### config.mk
export PLATFORM = sky130hd
export DESIGN_NAME = dot_operand_loader
export DESIGN_NICKNAME = d
export VERILOG_FILES = /design/src/rtl/dot_operand_loader.sv
export SDC_FILE = /design/constraint.sdc
export NUM_CORES = 1
export LEC_CHECK = 0
export CORE_ASPECT_RATIO = 1.2
export CORE_MARGIN = 10
export CORE_UTILIZATION = 56
export DETAILED_ROUTE_END_ITERATION = 12
export GPL_ROUTABILITY_DRIVEN = 0
export GPL_TIMING_DRIVEN = 0
export PLACE_DENSITY = 0.84
export SYNTH_ARGS = -nofsm -noshare
export SYNTH_HDL_FRONTEND = slang
export SYNTH_SLANG_ARGS = --single-unit
### constraint.sdc
create_clock -name clk -period 3.6 [get_ports clk]
set_input_delay 0.36 -clock clk [delete_from_list [all_inputs] [get_ports clk]]
set_output_delay 0.36 -clock clk [all_outputs]
set_load 0.01 [all_outputs]
### src/rtl/dot_operand_loader.sv
// dot_operand_loader: packs serial (pixel, weight) pairs into lane vectors for DotProduct.
// A fill buffer and an output register let the next vector load while the current one is held.
module dot_operand_loader #(
  parameter int N     = 10,
  parameter int PIX_W = 10,
  parameter int WGT_W = 19
) (
  input  logic                 clk,
  input  logic                 GlobalReset,
  input  logic                 in_valid,
  output logic                 in_ready,
  input  logic [PIX_W-1:0]     in_pixel,
  input  logic [WGT_W-1:0]     in_weight,
  input  logic                 in_last,
  output logic                 out_valid,
  input  logic                 out_ready,
  output logic [N*PIX_W-1:0]   Pixels,
  output logic [N*WGT_W-1:0]   Weights,
  output logic [15:0]          vec_count
);
  localparam int LW = $clog2(N);
  typedef enum logic {FILLING, FULL} state_t;
  state_t             state_q, state_d;
  logic [LW-1:0]      lane_q, lane_d;
  logic [N*PIX_W-1:0] fpix_q, fpix_d, mpix, pix_q, pix_d;
  logic [N*WGT_W-1:0] fwgt_q, fwgt_d, mwgt, wgt_q, wgt_d;
  logic               out_valid_q, out_valid_d;
  logic [15:0]        cnt_q, cnt_d;
  logic               fill_full, acc, take, free, complete, load;
  assign acc      = in_valid && in_ready;
  assign take     = out_valid_q && out_ready;
  assign free     = !out_valid_q || out_ready;
  assign complete = acc && (lane_q == LW'(N-1) || in_last);
  assign load     = free && (fill_full || complete);
  // Fill buffer with the lane being accepted this cycle merged in
  for (genvar k = 0; k < N; k++) begin : g_lane
    assign mpix[k*PIX_W +: PIX_W] = (acc && lane_q == LW'(k)) ? in_pixel  : fpix_q[k*PIX_W +: PIX_W];
    assign mwgt[k*WGT_W +: WGT_W] = (acc && lane_q == LW'(k)) ? in_weight : fwgt_q[k*WGT_W +: WGT_W];
  end
  always_ff @(posedge clk or negedge GlobalReset) begin
    if (!GlobalReset) state_q <= FILLING;
    else              state_q <= state_d;
  end
  always_comb begin
    state_d = state_q;
    if (state_q == FILLING) state_d = (complete && !free) ? FULL : FILLING;
    else                    state_d = free ? FILLING : FULL;
  end
  always_comb begin
    fill_full = (state_q == FULL);
    in_ready  = !fill_full;
  end
  always_comb begin
    lane_d      = complete ? '0 : acc ? lane_q + 1'b1 : lane_q;
    fpix_d      = load ? '0 : mpix;
    fwgt_d      = load ? '0 : mwgt;
    pix_d       = load ? mpix : pix_q;
    wgt_d       = load ? mwgt : wgt_q;
    out_valid_d = load || (out_valid_q && !out_ready);
    cnt_d       = cnt_q + {15'd0, take};
  end
  always_ff @(posedge clk or negedge GlobalReset) begin
    if (!GlobalReset) begin
      lane_q      <= '0;
      fpix_q      <= '0;
      fwgt_q      <= '0;
      pix_q       <= '0;
      wgt_q       <= '0;
      out_valid_q <= 1'b0;
      cnt_q       <= '0;
    end else begin
      lane_q      <= lane_d;
      fpix_q      <= fpix_d;
      fwgt_q      <= fwgt_d;
      pix_q       <= pix_d;
      wgt_q       <= wgt_d;
      out_valid_q <= out_valid_d;
      cnt_q       <= cnt_d;
    end
  end
  assign out_valid = out_valid_q;
  assign Pixels    = pix_q;
  assign Weights   = wgt_q;
  assign vec_count = cnt_q;
endmodule

==> metrics.yaml <==
powerDensity_nw_per_um2: 685
worstHoldPathType: "in2reg"
synthTopCellsByCount: "602 x dfrtp_1, 591 x nor2_1, 292 x a21oi_1"
ant_nets: 0
report.final.slew_viol_count: 0
max_cap_viol_count: 0
crit_type: "reg2reg"
synth-warning-count: 0
grt-ovfl-total: 0
slew_headroom_pct: 23.0
vias: 16811
drt_iter0_drc: 1576
placed_cells: 2862
leakagePower_nw: 14.2
synthCells: 2007
synth_top_area_share_pct: 65.6
first_pass_iters: 5
status: "complete, no violations"
cts_buffer_depth: 3
synth_area_um2: 23000
tightest_slew_ns: 1.15
yosys.area.top_type: "dfrtp_1"
die_x_um: 205
die_area_um2: 49500
synth_nets: 2047
start_kind: "register"
place.detailed.hpwl_um: 46500
critPathMaxFanout: 10
rsz0062_at_grt: "false"
ys.flop_type: "dfrtp_1"
critPathRequiredTime_ns: 4.06
yosys-top-cells-area: "dfrtp_1 66%, mux2i_1 13%, nor2_1 9.7%"
grt_pass1_wl_um: 102000
yosysMostFrequentCell: "dfrtp_1"
nNetsFinal: 2422
syn-mean-instance-area_um2: 11.4
grt_pass1_vias: 17229
cts_inserted_buffers: 56
fmax_ghz: 0.337
peakVddDrop_v: 0.000543
fin_cells: 2970
setup_viol: 0
layout-drive-gt1-share_pct: 9.18
die_h_um: 242
start_util_pct: 56.5
cp_data_arrival_time_ns: 3.43
grt_start_max_net_pins: 134
numPortBuffers: 311
vias_per_cell: 5.66
tns_ns: 0
ys_ff_latch: 602
grt_usage_pct: 26.8
cp-end-kind: "register"
wirelength_um: 68000
drc: 0
cts-root-buf: "clkbuf_16"
period_needed_ns: 2.97
ys_types: 33
clock_latency_ns: 0.60
ys_seq_area_share_pct: 65.6
htree_num_levels: 2
io_pins: 342
hold_viol: 0
syn2layout_area_growth_pct: 25.4
rows: 81
synth_edf_count: 0
placeableCoreArea_um2: 40600
cts.reportedPaths.clkPinSlew_ns: 0.06
clock_sinks: 602
finalCritPeriodShare_pct: 82.4
antenna_found_initial: 2
wl_per_cell_um: 22.9
post_cts_buffers: 0
async_flop_share_pct: 100
cts_tree: "yes"
finClkSkew_ns: 0.0318
[placed cells by master (no fill, tap or decap), drive strengths merged, types with 2 or more instances in the layout]
master         instances
inv                    9
clkinv                10
diode                  2
clkinvlp               5
nor2                 591
clkbuf               120
mux2i                290
clkdlybuf4s50        310
nor3                   2
a21oi                292
nand2                  9
dfrtp                602
nor4                   2
nand3b                 3
xnor2                  8
nand4                  5
o21ai                  3
xor2                   7
nand3                  8
bufinv                 3
buf                  128
ha                     6
and4                   4
[metal layers]
layer	routed length, um	GRT usage, %
met5	0	0
met4	3240	13.4
met3	5370	4.95
met2	33700	44.4
met1	25700	32.9
[worst max-delay path, stage by stage (launching register included)]
cell,delay (ns)
dfrtp_1,0.44
inv_1,0.12
ha_1,0.21
nand3b_1,0.21
a221oi_2,0.59
clkbuf_1,0.71
clkbuf_1,0.41
a21oi_1,0.14
[final cells by class]
cell class / count / area (um2)
inverter: 5 / 18.8
clock buffer: 83 / 1660
buffer: 159 / 793
fill: 2770 / 11900
multi-input combinational: 1241 / 7080
clock inverter: 22 / 216
antenna: 2 / 5.00
sequential: 602 / 15100
timing repair buffer: 317 / 3270
tap: 539 / 674
[where the power goes]
part / internal (mW) / switching (mW) / leakage (nW)
clock network: 3.43 / 2.58 / 0.918
logic: 2.31 / 2.56 / 5.58
registers: 8.05 / 0.786 / 7.70
[cells by family (layout without fill, tap and decap cells)]
family / after synthesis / after routing / synth area share, %
AO/OA/AOI/OAI: 299 / 299 / 6.60
other: 0 / 2 / 0
XOR/XNOR: 15 / 15 / 0.572
flip-flops: 602 / 602 / 65.6
multiplexers: 290 / 290 / 12.6
adder cells (fa/ha/maj): 6 / 6 / 0.327
AND/OR/NAND/NOR: 631 / 631 / 10.7
buffers and inverters: 164 / 586 / 3.54
[flip-flops by register name (all words and copies together) (netlist names)]
| signal | flops |
|---|---|
| lane_q | 4 |
| Weights | 190 |
| vec_count | 16 |
| fill_full | 1 |
| fwgt_q | 190 |
| Pixels | 100 |
| out_valid | 1 |
| fpix_q | 100 |
[path summary, 6_finish.rpt]
check | depth (start not counted) | slack [ns] | from | endpoint
hold / removal | 3 | 0.11 | in_valid | lane_q[0]
max in group asynchronous | 5 | 1.44 | GlobalReset | Pixels[51]
min in group asynchronous | 3 | 0.42 | GlobalReset | Weights[32]
setup reg to reg | 7 | 0.63 | lane_q[1] | Weights[145]
setup / recovery | 7 | 0.63 | lane_q[1] | Weights[145]
hold reg to reg | 1 | 0.48 | vec_count[15] | vec_count[15]
[stage by stage]
stage	hold WS, ns	worst slack (ns)	total power [mW]	utilization [%]	cell area, um2
global route	0.142	0.527	20.5	70.8	28800
floorplan	0.0644	1.72	10.9	-	23000
detailed placement	0.468	0.692	13.8	66.2	26900
global placement	0.457	-22.73	13.6	65.8	26700
finish	0.107	0.632	19.7	70.8	28800
CTS	0.0874	0.699	19.8	70.8	28800
[what timing repair did]
action                                 4_1_cts  5_1_grt
endpoints found under the hold margin      129        0
hold buffers                                 1        0
resized for setup                            0        0
Note: power is estimated with default switching activity, not from simulation.
